`config.mk`:
```
export PLATFORM = sky130hd
export DESIGN_NAME = avmm_rr_arbiter_flat
export DESIGN_NICKNAME = d
export VERILOG_FILES = /design/src/rtl/avmm_rr_arbiter_pkg.sv /design/src/rtl/avmm_rr_arbiter_if.sv /design/src/rtl/avmm_rr_arbiter_rr_arbiter.sv /design/src/rtl/avmm_rr_arbiter.sv /design/src/flat_wrapper.sv
export SDC_FILE = /design/constraint.sdc
export NUM_CORES = 1
export LEC_CHECK = 0
export CAP_MARGIN = 30
export CORE_AREA = 2 2 325 327
export CTS_CLUSTER_DIAMETER = 30
export DETAILED_ROUTE_END_ITERATION = 12
export DIE_AREA = 0 0 327 329
export PLACE_DENSITY = 0.39
export SETUP_SLACK_MARGIN = 0.02
export SLEW_MARGIN = 20
export SYNTH_ARGS = -nofsm -noshare
export SYNTH_HDL_FRONTEND = slang
export SYNTH_SLANG_ARGS = --single-unit
```
`constraint.sdc`:
```
create_clock -name clock -period 4.7 [get_ports clock]
set_input_delay 0.705 -clock clock [delete_from_list [all_inputs] [get_ports clock]]
set_output_delay 0.705 -clock clock [all_outputs]
set_load 0.02 [all_outputs]
```
`src/rtl/avmm_rr_arbiter_pkg.sv`:
```
// Shared types and helpers for the round-robin Avalon-MM arbiter.
// Requester ids are sized for the largest supported requester count (16).
package avmm_arb_pkg;
   localparam int MAX_REQ = 16;
   localparam int ID_W    = $clog2(MAX_REQ);

   typedef struct packed {
      logic            valid;
      logic [ID_W-1:0] id;
   } rd_tag_t;

   function automatic logic [ID_W-1:0] onehot_to_idx(input logic [MAX_REQ-1:0] oh);
      logic [ID_W-1:0] idx;
      idx = '0;
      for (int i = 0; i < MAX_REQ; i++)
         if (oh[i]) idx = idx | ID_W'(i);
      return idx;
   endfunction
endpackage

```
`src/rtl/avmm_rr_arbiter_if.sv`:
```
// Requester-side and master-side bus bundle of the arbiter.
// master = arbiter view, slave = requesters plus downstream memory.
interface avmm_rr_arbiter_if #(
   parameter int NUM_REQ = 4,
   parameter int ADDR_W  = 64,
   parameter int DATA_W  = 64
);
   localparam int BE_W = DATA_W / 8;

   logic [NUM_REQ-1:0][ADDR_W-1:0] req_address;
   logic [NUM_REQ-1:0][BE_W-1:0]   req_byteenable;
   logic [NUM_REQ-1:0]             req_read;
   logic [NUM_REQ-1:0]             req_write;
   logic [NUM_REQ-1:0][DATA_W-1:0] req_writedata;
   logic [NUM_REQ-1:0]             req_waitrequest;
   logic [DATA_W-1:0]              req_readdata;
   logic [NUM_REQ-1:0]             req_readdatavalid;

   logic [ADDR_W-1:0]              avmm_0_rw_address;
   logic [BE_W-1:0]                avmm_0_rw_byteenable;
   logic                           avmm_0_rw_read;
   logic                           avmm_0_rw_write;
   logic [DATA_W-1:0]              avmm_0_rw_writedata;
   logic [DATA_W-1:0]              avmm_0_rw_readdata;

   modport master (
      input  req_address, req_byteenable, req_read, req_write, req_writedata,
             avmm_0_rw_readdata,
      output req_waitrequest, req_readdata, req_readdatavalid,
             avmm_0_rw_address, avmm_0_rw_byteenable, avmm_0_rw_read,
             avmm_0_rw_write, avmm_0_rw_writedata
   );

   modport slave (
      output req_address, req_byteenable, req_read, req_write, req_writedata,
             avmm_0_rw_readdata,
      input  req_waitrequest, req_readdata, req_readdatavalid,
             avmm_0_rw_address, avmm_0_rw_byteenable, avmm_0_rw_read,
             avmm_0_rw_write, avmm_0_rw_writedata
   );
endinterface

```
`src/rtl/avmm_rr_arbiter_rr_arbiter.sv`:
```
// Combinational round-robin pick: search starts just above ptr_i and wraps.
// The caller owns the pointer register.
module rr_arbiter
   import avmm_arb_pkg::*;
#(
   parameter int NUM_REQ = 4
) (
   input  logic [NUM_REQ-1:0] req_i,
   input  logic [ID_W-1:0]    ptr_i,
   output logic [NUM_REQ-1:0] grant_o,
   output logic [ID_W-1:0]    winner_o,
   output logic               any_grant_o
);
   logic found;

   // First pass covers indices above the pointer, second pass the wrap-around.
   always_comb begin
      grant_o = '0;
      found   = 1'b0;
      for (int i = 0; i < NUM_REQ; i++) begin
         if (!found && req_i[i] && (ID_W'(i) > ptr_i)) begin
            grant_o[i] = 1'b1;
            found      = 1'b1;
         end
      end
      for (int i = 0; i < NUM_REQ; i++) begin
         if (!found && req_i[i]) begin
            grant_o[i] = 1'b1;
            found      = 1'b1;
         end
      end
   end

   assign winner_o    = onehot_to_idx(MAX_REQ'(grant_o));
   assign any_grant_o = found;
endmodule

```
`src/rtl/avmm_rr_arbiter.sv`:
```
// Shares one Avalon-MM rw master among NUM_REQ requesters, round-robin,
// registered command outputs, fixed-latency read return routed by a tag pipe.
module avmm_rr_arbiter
   import avmm_arb_pkg::*;
#(
   parameter int NUM_REQ      = 4,
   parameter int ADDR_W       = 64,
   parameter int DATA_W       = 64,
   parameter int READ_LATENCY = 2
) (
   input  logic               clock,
   input  logic               reset,
   avmm_rr_arbiter_if.master  bus,
   output logic               arb_error
);
   localparam int BE_W = DATA_W / 8;

   logic [NUM_REQ-1:0] active, grant;
   logic [ID_W-1:0]    winner;
   logic               any_grant;

   logic [ADDR_W-1:0]  mux_addr;
   logic [BE_W-1:0]    mux_be;
   logic [DATA_W-1:0]  mux_wdata;
   logic               mux_read, mux_write;

   logic [ID_W-1:0]    ptr_q, ptr_d;
   logic [ADDR_W-1:0]  addr_q;
   logic [BE_W-1:0]    be_q;
   logic [DATA_W-1:0]  wdata_q;
   logic               read_q, write_q;
   logic               err_q, err_d;
   rd_tag_t            tag_d;
   rd_tag_t [READ_LATENCY:0] tag_q;

   assign active = bus.req_read | bus.req_write;

   rr_arbiter #(.NUM_REQ(NUM_REQ)) u_rr (
      .req_i       (active),
      .ptr_i       (ptr_q),
      .grant_o     (grant),
      .winner_o    (winner),
      .any_grant_o (any_grant)
   );

   always_comb begin
      mux_addr  = '0;
      mux_be    = '0;
      mux_wdata = '0;
      for (int i = 0; i < NUM_REQ; i++) begin
         if (grant[i]) begin
            mux_addr  = bus.req_address[i];
            mux_be    = bus.req_byteenable[i];
            mux_wdata = bus.req_writedata[i];
         end
      end
   end

   // read & write together is illegal; the read wins.
   assign mux_read  = |(grant & bus.req_read);
   assign mux_write = |(grant & bus.req_write) & ~mux_read;

   assign ptr_d     = any_grant ? winner : ptr_q;
   assign err_d     = err_q | (|(bus.req_read & bus.req_write));
   assign tag_d     = '{valid: any_grant & mux_read, id: winner};

   assign bus.req_waitrequest = reset ? '0 : (active & ~grant);

   always_ff @(posedge clock) begin
      if (reset) begin
         ptr_q   <= ID_W'(NUM_REQ - 1);
         addr_q  <= '0;
         be_q    <= '0;
         wdata_q <= '0;
         read_q  <= 1'b0;
         write_q <= 1'b0;
         err_q   <= 1'b0;
         tag_q   <= '0;
      end else begin
         ptr_q   <= ptr_d;
         read_q  <= any_grant & mux_read;
         write_q <= any_grant & mux_write;
         err_q   <= err_d;
         if (any_grant) begin
            addr_q  <= mux_addr;
            be_q    <= mux_be;
            wdata_q <= mux_wdata;
         end
         // Entry k is visible k+1 cycles after the grant; the last one lines up with readdata.
         tag_q[0] <= tag_d;
         for (int k = 1; k <= READ_LATENCY; k++) tag_q[k] <= tag_q[k-1];
      end
   end

   always_comb begin
      bus.req_readdatavalid = '0;
      for (int i = 0; i < NUM_REQ; i++)
         bus.req_readdatavalid[i] = tag_q[READ_LATENCY].valid &&
                                    (tag_q[READ_LATENCY].id == ID_W'(i));
   end

   assign bus.req_readdata         = tag_q[READ_LATENCY].valid ? bus.avmm_0_rw_readdata : '0;
   assign bus.avmm_0_rw_address    = addr_q;
   assign bus.avmm_0_rw_byteenable = be_q;
   assign bus.avmm_0_rw_read       = read_q;
   assign bus.avmm_0_rw_write      = write_q;
   assign bus.avmm_0_rw_writedata  = wdata_q;
   assign arb_error                = err_q;
endmodule
```
`src/flat_wrapper.sv`:
```
// flat-port wrapper written by rule: the top's interface ports become plain ports
module avmm_rr_arbiter_flat import avmm_arb_pkg::*;
#(
   parameter int NUM_REQ      = 4,
   parameter int ADDR_W       = 64,
   parameter int DATA_W       = 64,
   parameter int READ_LATENCY = 2
)
  (clock, reset, arb_error, bus_req_address, bus_req_byteenable, bus_req_read, bus_req_write, bus_req_writedata, bus_avmm_0_rw_readdata, bus_req_waitrequest, bus_req_readdata, bus_req_readdatavalid, bus_avmm_0_rw_address, bus_avmm_0_rw_byteenable, bus_avmm_0_rw_read, bus_avmm_0_rw_write, bus_avmm_0_rw_writedata);
  avmm_rr_arbiter_if #(.NUM_REQ(NUM_REQ), .ADDR_W(ADDR_W), .DATA_W(DATA_W)) bus_i ();
  input  logic clock;
  input  logic reset;
  output logic arb_error;
  input wire logic [$bits(bus_i.req_address)-1:0] bus_req_address;
  input wire logic [$bits(bus_i.req_byteenable)-1:0] bus_req_byteenable;
  input wire logic [$bits(bus_i.req_read)-1:0] bus_req_read;
  input wire logic [$bits(bus_i.req_write)-1:0] bus_req_write;
  input wire logic [$bits(bus_i.req_writedata)-1:0] bus_req_writedata;
  input wire logic [$bits(bus_i.avmm_0_rw_readdata)-1:0] bus_avmm_0_rw_readdata;
  output wire logic [$bits(bus_i.req_waitrequest)-1:0] bus_req_waitrequest;
  output wire logic [$bits(bus_i.req_readdata)-1:0] bus_req_readdata;
  output wire logic [$bits(bus_i.req_readdatavalid)-1:0] bus_req_readdatavalid;
  output wire logic [$bits(bus_i.avmm_0_rw_address)-1:0] bus_avmm_0_rw_address;
  output wire logic [$bits(bus_i.avmm_0_rw_byteenable)-1:0] bus_avmm_0_rw_byteenable;
  output wire logic [$bits(bus_i.avmm_0_rw_read)-1:0] bus_avmm_0_rw_read;
  output wire logic [$bits(bus_i.avmm_0_rw_write)-1:0] bus_avmm_0_rw_write;
  output wire logic [$bits(bus_i.avmm_0_rw_writedata)-1:0] bus_avmm_0_rw_writedata;
  assign bus_i.req_address = bus_req_address;
  assign bus_i.req_byteenable = bus_req_byteenable;
  assign bus_i.req_read = bus_req_read;
  assign bus_i.req_write = bus_req_write;
  assign bus_i.req_writedata = bus_req_writedata;
  assign bus_i.avmm_0_rw_readdata = bus_avmm_0_rw_readdata;
  assign bus_req_waitrequest = bus_i.req_waitrequest;
  assign bus_req_readdata = bus_i.req_readdata;
  assign bus_req_readdatavalid = bus_i.req_readdatavalid;
  assign bus_avmm_0_rw_address = bus_i.avmm_0_rw_address;
  assign bus_avmm_0_rw_byteenable = bus_i.avmm_0_rw_byteenable;
  assign bus_avmm_0_rw_read = bus_i.avmm_0_rw_read;
  assign bus_avmm_0_rw_write = bus_i.avmm_0_rw_write;
  assign bus_avmm_0_rw_writedata = bus_i.avmm_0_rw_writedata;
  avmm_rr_arbiter #(.NUM_REQ(NUM_REQ), .ADDR_W(ADDR_W), .DATA_W(DATA_W), .READ_LATENCY(READ_LATENCY)) u_core (.clock(clock), .reset(reset), .bus(bus_i), .arb_error(arb_error));
endmodule
```
==> results_dict.tcl, run 1 <==
set metrics [dict create \
    status "finished, final reports clean" \
    report.final.setup_viol 0 \
    synth-async-reset-ratio_pct 0 \
    cp_common_cell "clkdlybuf4s50_1" \
    r2r-start "u_core.ptr_q[0]$_SDFFE_PP1P_" \
    syn-num-nets 1565 \
    worst-path-max-fanout 7 \
    power_per_cell_area_nw_per_um2 300 \
    final_cells 3107 \
    ant_nets 0 \
    drt_iter0_drc 587 \
    worstMarginPinSlew_ns 0.756 \
    wl_met3_um 6410 \
    first_pass_iters 7 \
    layout-drive-gt1-share_pct 3.98 \
    critPathBufInv 2 \
    synthMuxAreaShare_pct 0.125 \
    final_cell_mix "clkdlybuf4s50_1, o21ai_0, dfxtp_1, a221oi_1, a22oi_1" \
    die_area_um2 108000 \
    r2r_cells 6 \
    synth_ff_type "dfxtp_1" \
    synth_edf_count 0 \
    max_stage_delay_ns 0.65 \
    fp.dieW_um 327 \
    finalWirelength_um 66000 \
    viasPerCell 3.70 \
    ir_drop_v 0.000212 \
    cts_resized 0 \
    placedCellCount 3068 \
    rsz0062_at_grt "no" \
    synth_top_family_by_area "compound AO/OA/AOI/OAI gates" \
    critPathKind "in2out" \
    synth.avg_cell_area_um2 8.44 \
    clk_path_buf_depth 2 \
    crit_start "bus_req_read[0]" \
    fin_worst_skew_ns 0.0126 \
    post_drt_wl_per_cell_um 21.2 \
    die_y_um 329 \
    overflow 0 \
    numClockSinks 149 \
    cp.arrival_ns 3.05 \
    maxSlewViolCount 0 \
    final_common_cell "clkdlybuf4s50_1" \
    io_pins 829 \
    antenna_found_initial 20 \
    fp-row-count 119 \
    cts_buffers 17 \
    post_cts_buffers 0 \
    crit_family "buffers and inverters" \
    start_util_pct 7.66 \
    crit_end "bus_req_waitrequest[3]" \
    synthAdderAreaFrac_pct 0 \
    clock_latency_ns 0.50 \
    synthCells 947 \
    dpl.hpwl_um 49600 \
    clkSlewWorstSetupHoldPaths_ns 0.07 \
    finalHoldViolations 0 \
    synth.distinct_cells 39 \
    worstPathCellList "clkdlybuf4s50_1 > or4_4 > o21a_1 > o21ai_0 > nor3b_1 > clkdlybuf4s50_1" \
    clock.fmax_mhz 266 \
    place_congestion 0.900 \
    wl_met1_um 26100 \
    reg2reg_to "u_core.bus.avmm_0_rw_writedata[7]$_SDFFE_PP0P_" \
    finalCritPeriodShare_pct 79.8 \
    syn_area_um2 7990 \
    dr_wl_met2_um 31600 \
    ys_ff_latch 149 \
    synth_compound_area_share_pct 47.2 \
    cp-end-kind "output port" \
    area_growth_pct 131 \
    highest_layer "met5" \
    hold_buffers 0 \
    ys.warnings.count 0 \
    yosys.area_share.simple_pct 8.21 \
    fin_crit_ns 3.75 \
    drc 0 \
    cp.required_ns 3.99 \
    grt_pass1_vias 12053 \
    hold_path_class "reg2reg" \
    cts_root_buffer "clkbuf_16" \
    grt_pass1_wl_um 90600 \
    htreeDepth 4 \
    start_kind "primary input" \
    grt_use_total_pct 11.7 \
    coreArea_um2 104000 \
    finalSetupTns_ns 0 \
    routed-via-count 11491 \
    cpMaxStageDelayCell "clkdlybuf4s50_1" \
    drv_cap 0 \
    timing.max_slew.rel_slack_pct 49.6 \
    grt_max_degree 139 \
    nNetsFinal 2315 \
    synth-xor-area-share_pct 0 \
    io_buffers 828 \
    cts_tree "yes" \
    r2r_setup_slack_ns 2.04 \
    p_leak_nw 5.88 \
    ys_seq_area_share_pct 37.3 \
    worstSetupPathDepth 6 \
]
-- cell families after synthesis --
group	Yosys count
compound gates	569
buf+inv	118
flops	149
mux	1
simple gates	110
-- layer usage --
metal  vias up  global-route usage, %
met5         -                      0
met4        20                   4.53
met3        76                   4.68
met2       604                   19.4
met1      5524                   13.5
li1       5267                      -
-- metrics by stage --
stage	total power (W)	hold slack, ns	instance area [µm²]	worst slack, ns	util [%]
2_1_floorplan	0.00257	0.414	7990	2.17	-
3_3_place_gp	0.00399	0.424	17800	0.888	17.0
3_5_place_dp	0.00399	0.421	17800	0.911	17.0
4_1_cts	0.00567	0.439	18400	0.945	17.6
5_1_grt	0.00584	0.456	18400	0.850	17.7
6_report	0.00553	0.438	18400	0.948	17.7
-- where the power goes --
| part | switching, W | internal, W |
|---|---|---|
| combinational | 0.00117 | 0.00115 |
| clock | 0.000728 | 0.000855 |
| sequential | 0.000138 | 0.00149 |
| total | 0.00204 | 0.00349 |
-- registers in the layout (all words and copies together) (netlist names) --
name	count
u_core.bus.avmm_0_rw_writedata	64
u_core.bus.avmm_0_rw_read	1
u_core.ptr_q	2
u_core.bus.avmm_0_rw_write	1
u_core.bus.avmm_0_rw_address	64
u_core.tag_q	8
u_core.arb_error	1
u_core.bus.avmm_0_rw_byteenable	8
-- cells in the mapped netlist, types with 2 or more instances --
cell | number | area, µm²
dfxtp_1 | 149 | 2980
buf_2 | 27 | 135
a21oi_1 | 8 | 40.0
nor3b_1 | 4 | 30.0
buf_4 | 10 | 75.1
nor2_1 | 10 | 37.5
nor2b_1 | 7 | 43.8
nor3_1 | 3 | 15.0
o21ai_1 | 40 | 200
o21ai_0 | 234 | 1170
a221oi_1 | 138 | 1210
buf_1 | 3 | 11.3
nor4_1 | 4 | 25.0
clkbuf_1 | 70 | 263
a22oi_1 | 136 | 1020
or2_2 | 4 | 25.0
buf_6 | 6 | 67.6
and2_1 | 65 | 407
nand2_1 | 8 | 30.0
o21ba_2 | 2 | 20.0
-- cell type report --
class | instances | area [µm²]
fillers | 11636 | 85900
repair buffers | 848 | 8590
multi-input cells | 680 | 4490
flip-flops and latches | 149 | 2980
well taps | 1391 | 1740
clock buffers | 18 | 439
clock inverters | 14 | 173
diodes | 6 | 15.0
inverters | 1 | 3.75
-- worst min path at each step --
stage,from,slack [ns],cells past startpoint,to
floorplan,u_core.tag_q[5]$_SDFF_PP0_,0.41,1,u_core.tag_q[10]$_SDFF_PP0_
global route,u_core.tag_q[9]$_SDFF_PP0_,0.46,1,u_core.tag_q[14]$_SDFF_PP0_
CTS,u_core.tag_q[9]$_SDFF_PP0_,0.44,1,u_core.tag_q[14]$_SDFF_PP0_
global placement,u_core.tag_q[6]$_SDFF_PP0_,0.42,1,u_core.tag_q[11]$_SDFF_PP0_
detailed placement,u_core.tag_q[9]$_SDFF_PP0_,0.42,1,u_core.tag_q[14]$_SDFF_PP0_
finish,u_core.tag_q[9]$_SDFF_PP0_,0.44,1,u_core.tag_q[14]$_SDFF_PP0_
-- worst reg2reg max path: stages, from the launching register on --
cell and delay, ns:
dfxtp_1 0.40, o21ba_2 0.36, a2bb2oi_1 0.34, nor2_4 0.10
buf_12 0.19, a221oi_1 0.96, o21ai_0 0.18
Power figures use the tool's default switching activity.
==> run 2: changes to the inputs <==
--- a/config.mk
+++ b/config.mk
@@ -6,10 +6,10 @@
 export NUM_CORES = 1
 export LEC_CHECK = 0
 export CAP_MARGIN = 30
-export CORE_AREA = 2 2 325 327
+export CORE_AREA = 2 2 322 324
 export CTS_CLUSTER_DIAMETER = 30
 export DETAILED_ROUTE_END_ITERATION = 12
-export DIE_AREA = 0 0 327 329
+export DIE_AREA = 0 0 324 326
 export PLACE_DENSITY = 0.39
 export SETUP_SLACK_MARGIN = 0.02
 export SLEW_MARGIN = 20
==> constraint.sdc (replaced) <==
create_clock -name clock -period 3.5 [get_ports clock]
set_input_delay 0.525 -clock clock [delete_from_list [all_inputs] [get_ports clock]]
set_output_delay 0.525 -clock clock [all_outputs]
set_load 0.02 [all_outputs]
==> run 2 against run 1 <==
Via count fell by 0.27%. First-iteration DRC count fell by 2.9%. Setup slack worse by 0.66 ns. Clock power up 24%. Routed wire length shrank 6.2%.
==> results_dict.tcl, run 2 (synthesis results as in run 1) <==
set metrics [dict create \
    p_leak_nw 6.00 \
    worst-path-max-fanout 6 \
    first_pass_iters 5 \
    die_area_um2 106000 \
    grt_pass1_vias 11979 \
    timing.max_slew.rel_slack_pct 39.5 \
    worstMarginPinSlew_ns 0.908 \
    cp.required_ns 2.97 \
    final_common_cell "clkdlybuf4s50_1" \
    stdcell_area_um2 18600 \
    post_cts_buffers 0 \
    place_congestion 0.845 \
    start_util_pct 7.79 \
    viasPerCell 3.68 \
    dpl.hpwl_um 49100 \
    final_util_pct 18.1 \
    maxSlewViolCount 0 \
    cts_resized 0 \
    ant_nets 0 \
    whs_ns 0.450 \
    rsz0062_at_grt "no" \
    start_kind "primary input" \
    status "finished, final reports clean" \
    nNetsFinal 2339 \
    die_y_um 326 \
    fp-row-count 118 \
    grt_use_total_pct 11.1 \
    coreArea_um2 103000 \
    overflow 0 \
    numClockSinks 149 \
    clkSlewWorstSetupHoldPaths_ns 0.07 \
    finalWirelength_um 61900 \
    cp.arrival_ns 2.68 \
    post_drt_wl_per_cell_um 19.9 \
    drv_cap 0 \
    finalSetupTns_ns 0 \
    clock_latency_ns 0.51 \
    hold_path_class "reg2reg" \
    grt_max_degree 81 \
    fp.dieW_um 324 \
    critPathKind "in2out" \
    final_cell_mix "clkdlybuf4s50_1, o21ai_0, dfxtp_1, a221oi_1, a22oi_1" \
    cts_buffers 17 \
    power_per_cell_area_nw_per_um2 391 \
    io_buffers 828 \
    hold_buffers 0 \
    routed-via-count 11460 \
    area_growth_pct 133 \
    cp-end-kind "output port" \
    placedInstanceArea_um2 18000 \
    finalCritPeriodShare_pct 91.7 \
    antenna_found_initial 8 \
    drt_iter0_drc 570 \
    layout-drive-gt1-share_pct 5.42 \
    clk_path_buf_depth 2 \
    grt_pass1_wl_um 84500 \
    fin_worst_skew_ns 0.0160 \
    fin_crit_ns 3.21 \
    clock.fmax_mhz 312 \
    io_pins 829 \
    drc 0 \
    ir_drop_v 0.000200 \
    htreeDepth 4 \
    cts_root_buffer "clkbuf_16" \
    finalHoldViolations 0 \
    report.final.setup_viol 0 \
    cts_tree "yes" \
]
run 2: area by class of cell:
type	instances	area [µm²]
fillers	11467	84000
repair buffers	872	8840
multi-input cells	680	4490
flip-flops and latches	149	2980
well taps	1380	1730
clock buffers	18	439
clock inverters	14	131
inverters	1	3.75
diodes	1	2.50
run 2: worst paths after layout:
path                                startpoint                                         endpoint  slack, ns  depth (start not counted)
hold / removal      u_core.tag_q[1]$_SDFF_PP0_                       u_core.tag_q[6]$_SDFF_PP0_       0.45                          1
hold reg to reg     u_core.tag_q[1]$_SDFF_PP0_                       u_core.tag_q[6]$_SDFF_PP0_       0.45                          1
setup / recovery               bus_req_read[2]                           bus_req_waitrequest[1]       0.29                          7
setup reg to reg  u_core.ptr_q[1]$_SDFFE_PP1P_  u_core.bus.avmm_0_rw_writedata[48]$_SDFFE_PP0P_       1.07                          6
run 2: per-layer routing:
layer	track usage [%]	vias to the layer above	share of wire, %
met5	0	-	0.015
met4	4.26	2	2.5
met3	3.11	61	7.6
met2	19.4	568	50
met1	12.7	5511	40
li1	-	5318	-
run 2: per-stage QoR:
| stage | worst slack (ns) | instances | total power, W |
|---|---|---|---|
| after floorplan | 1.29 | 947 | 0.00344 |
| after detailed placement | 0.261 | 3082 | 0.00538 |
| after global placement | 0.318 | 3082 | 0.00538 |
| after global routing | 0.178 | 3115 | 0.00769 |
| after CTS | 0.279 | 3114 | 0.00745 |
| final | 0.290 | 3115 | 0.00728 |
run 2: power by group:
| part | leakage [nW] | switching, W | internal, W |
|---|---|---|---|
| logic | 4.49 | 0.00154 | 0.00161 |
| registers | 1.23 | 0.000178 | 0.00200 |
| clock network | 0.274 | 0.000997 | 0.000960 |
| total | 6.00 | 0.00271 | 0.00456 |
run 2: worst max-delay path: stages:
cell and delay, ns:
clkdlybuf4s50_1 0.49, nor4_1 0.56, nand2_1 0.13, a21oi_1 0.17, nor4_1 0.09, buf_4 0.18, clkdlybuf4s50_1 0.53
==> patch, RTL diff (flow settings as in run 2) <==
`NUM_REQ` is set to 4 in 4 places; all go to 3.
--- a/src/rtl/avmm_rr_arbiter_if.sv
+++ b/src/rtl/avmm_rr_arbiter_if.sv
@@ -2,5 +2,5 @@
 // master = arbiter view, slave = requesters plus downstream memory.
 interface avmm_rr_arbiter_if #(
-   parameter int NUM_REQ = 4,
+   parameter int NUM_REQ = 3,
    parameter int ADDR_W  = 64,
    parameter int DATA_W  = 64
--- a/src/rtl/avmm_rr_arbiter_rr_arbiter.sv
+++ b/src/rtl/avmm_rr_arbiter_rr_arbiter.sv
@@ -4,5 +4,5 @@
    import avmm_arb_pkg::*;
 #(
-   parameter int NUM_REQ = 4
+   parameter int NUM_REQ = 3
 ) (
    input  logic [NUM_REQ-1:0] req_i,
--- a/src/rtl/avmm_rr_arbiter.sv
+++ b/src/rtl/avmm_rr_arbiter.sv
@@ -4,5 +4,5 @@
    import avmm_arb_pkg::*;
 #(
-   parameter int NUM_REQ      = 4,
+   parameter int NUM_REQ      = 3,
    parameter int ADDR_W       = 64,
    parameter int DATA_W       = 64,
--- a/src/flat_wrapper.sv
+++ b/src/flat_wrapper.sv
@@ -2,5 +2,5 @@
 module avmm_rr_arbiter_flat import avmm_arb_pkg::*;
 #(
-   parameter int NUM_REQ      = 4,
+   parameter int NUM_REQ      = 3,
    parameter int ADDR_W       = 64,
    parameter int DATA_W       = 64,
Interface: changed (7 resized); port bits go from 829 to 689. No check against the original RTL was run, so the function may have changed too.
==> patch against run 2 <==
  * Sequential cell count unchanged
  * First-iteration DRC count grew 20%
  * Worst hold slack got worse by 0.060 ns
  * Via count down 2.1%
  * Worst setup slack better by 0.095 ns
  * Area after synthesis is 4.0% higher
  * Total power decreased by 14%
  * Wire length decreased by 4.6%
  * Sequential power down 8%
  * Final area fell by 6.1%
  * Largest power group unchanged
==> patch: results (changes against run 2) <==
- The flow ran to the end, and the final reports show no timing, DRC or antenna violations.
- The length of the first detailed-routing pass in iterations is 5 (unchanged).
- The peak ir drop on the vdd network is 0.336 mV (+69%).
- The clock skew was 0.0182 ns (+0.00223 ns).
- The switching power as a share of total power was 0.333 (-0.0400).
- The count of placed standard cells including taps was 2971 (-3.6%).
- The via count of the routed design came to 11.2k (-2.1%).
- The number of gates resized after CTS is 0 (unchanged).
- The wire length of the first global-routing pass came to 81300 um (-3.8%).
- The sink of the worst hold path is u_core.tag_q[1]$_SDFF_PP0_.
- The area fraction in compound gates after synthesis is 0.413 (-0.0588).
- The cell count after synthesis came to 995 (+5.1%).
- The number of global-route vias before repair is 11.6k (-2.9%).
- Sorting the synthesized cells by area gives the leading types as dfxtp_1, a32oi_1, a22oi_1.
- The cell count of the worst hold path came to 2 (+1).
- The critical path arrival was 2.59 ns (-0.09 ns).
- The worst reg-to-reg path cell count is 6 (unchanged).
- The post-synthesis xor/xnor area fraction is 0 (unchanged).
- The number of H-tree branching levels is 4 (unchanged).
- The critical-path maximum fanout came to 6 (unchanged).
- The async set-reset flop share out of synthesis is 0 (unchanged).
- The adder and majority cell fraction of the synthesized area is 0 (unchanged).
- The total number of nets in the final design is 2090 (-11%).
- The leakage power is 5.74 nW (-4.4%).
- The clock latency on the worst-skew pair came to 0.51 ns (about the same).
- The total of buffers placed on input and output ports is 688 (-17%).
- The total track usage is 0.107 (-0.00455).
- The synthesis warning total is 0 (unchanged).
- The number of different library cells in the post-synthesis netlist is 41 (+5.1%).
- The number of buffers on the longest clock path came to 2 (unchanged).
- The layout cell share with drive strength beyond 1 is 0.0592 (+0.00498).
- The detailed placer's ending HPWL is 44500 um (-9.5%).
- The final sum of negative setup slack was 0 ns (unchanged).
- The buffers inserted during post-CTS setup optimization is 0 (unchanged).
- The placed standard-cell area is 16800 sq um (-6.6%).
- The endpoint identified for the worst register-to-register timing path is u_core.bus.avmm_0_rw_address[1]$_SDFFE_PP0P_.
- The synthesized netlist net count is 1475 (-5.8%).
- The library cell used as clock root buffer is clkbuf_16.
- The worst register-to-register path begins at u_core.ptr_q[1]$_SDFFE_PP1P_.
- By count the netlist is led by dfxtp_1, a22oi_1, nand2_1.
- The post-route worst hold slack is 0.390 ns (-0.0602 ns).
- The start point of the worst hold path is reset.
- The reg2reg setup slack is 1.23 ns (+0.16 ns).
- The normalized max-slew margin is 0.511 (+0.117).
- The number of non-filler instances in the completed layout is 3008 (-3.4%).
- The share of synthesized area occupied by flip-flops and latches is 0.359 (-0.0144).
- The number of violations reported at the end of detailed-routing iteration 0 is 683 (+20%).
- The wire length after detailed routing is 59100 um (-4.6%).
- The final estimated routing congestion in global placement is 0.804 (-4.9%).
- The predominant post-synthesis flop cell is dfxtp_1.
- The path class of the tightest hold or removal check is primary input to register.
- The initial antenna violation count is 8 (unchanged).
- The mux share of post-synthesis cell area is 0 (-0.00125).
- The number of buffers created by CTS is 17 (unchanged).
- The largest net degree at the start of global routing is 80 (-1.2%).
patch: area by class of cell:
type	count	area [sq um]
diodes	6	15.0
multi-input cells	711	4730
clock inverters	12	179
clock buffers	19	443
well taps	1380	1730
fillers	11507	85100
flip-flops and latches	149	2980
inverters	2	7.51
repair buffers	729	7400
patch: routing by layer:
metal	routed length [um]	track usage	up-vias
li1	-	-	5167
met1	24000	0.124	5411
met2	28700	0.178	547
met3	4530	0.0308	91
met4	1870	0.0508	2
met5	13	0	-
patch: power by group through the flow:
stage	Sequential [W]	Combinational, W	Clock, W
after floorplan	0.00220	0.000664	0
after global placement	0.00203	0.00214	0
after detailed placement	0.00203	0.00215	0
after CTS	0.00199	0.00216	0.00226
after global routing	0.00201	0.00227	0.00229
final	0.00199	0.00214	0.00214
patch: cells by family after synthesis:
kind of cell	Yosys count
AO/OA/AOI/OAI	461
buffers and inverters	135
flip-flops	149
AND/OR/NAND/NOR	250
patch: through the flow:
stage                     power, W  setup slack, ns   util
after floorplan            0.00286             1.35      -
final                      0.00628            0.385  0.170
after global placement     0.00417            0.361  0.164
after detailed placement   0.00418            0.384  0.164
after CTS                  0.00641            0.365  0.170
after global routing       0.00658            0.316  0.170
patch: critical path: stages:
cell	delay [ns]
clkdlybuf4s50_1	0.68
o21bai_1	0.24
a21o_1	0.25
nor3_1	0.22
clkdlybuf4s50_1	0.66
patch: how the worst max path moves through the flow:
stage / startpoint / to / slack (ns) / cells after the start
4_1_cts: u_core.tag_q[14]$_SDFF_PP0_ / bus_req_readdata[57] / 0.37 / 3
3_3_place_gp: bus_req_write[1] / bus_req_waitrequest[2] / 0.36 / 5
6_report: bus_req_write[1] / bus_req_waitrequest[2] / 0.39 / 5
3_5_place_dp: bus_req_write[1] / bus_req_waitrequest[2] / 0.38 / 5
5_1_grt: u_core.tag_q[14]$_SDFF_PP0_ / bus_req_readdata[57] / 0.32 / 3
2_1_floorplan: bus_req_write[2] / bus_req_waitrequest[1] / 1.35 / 5
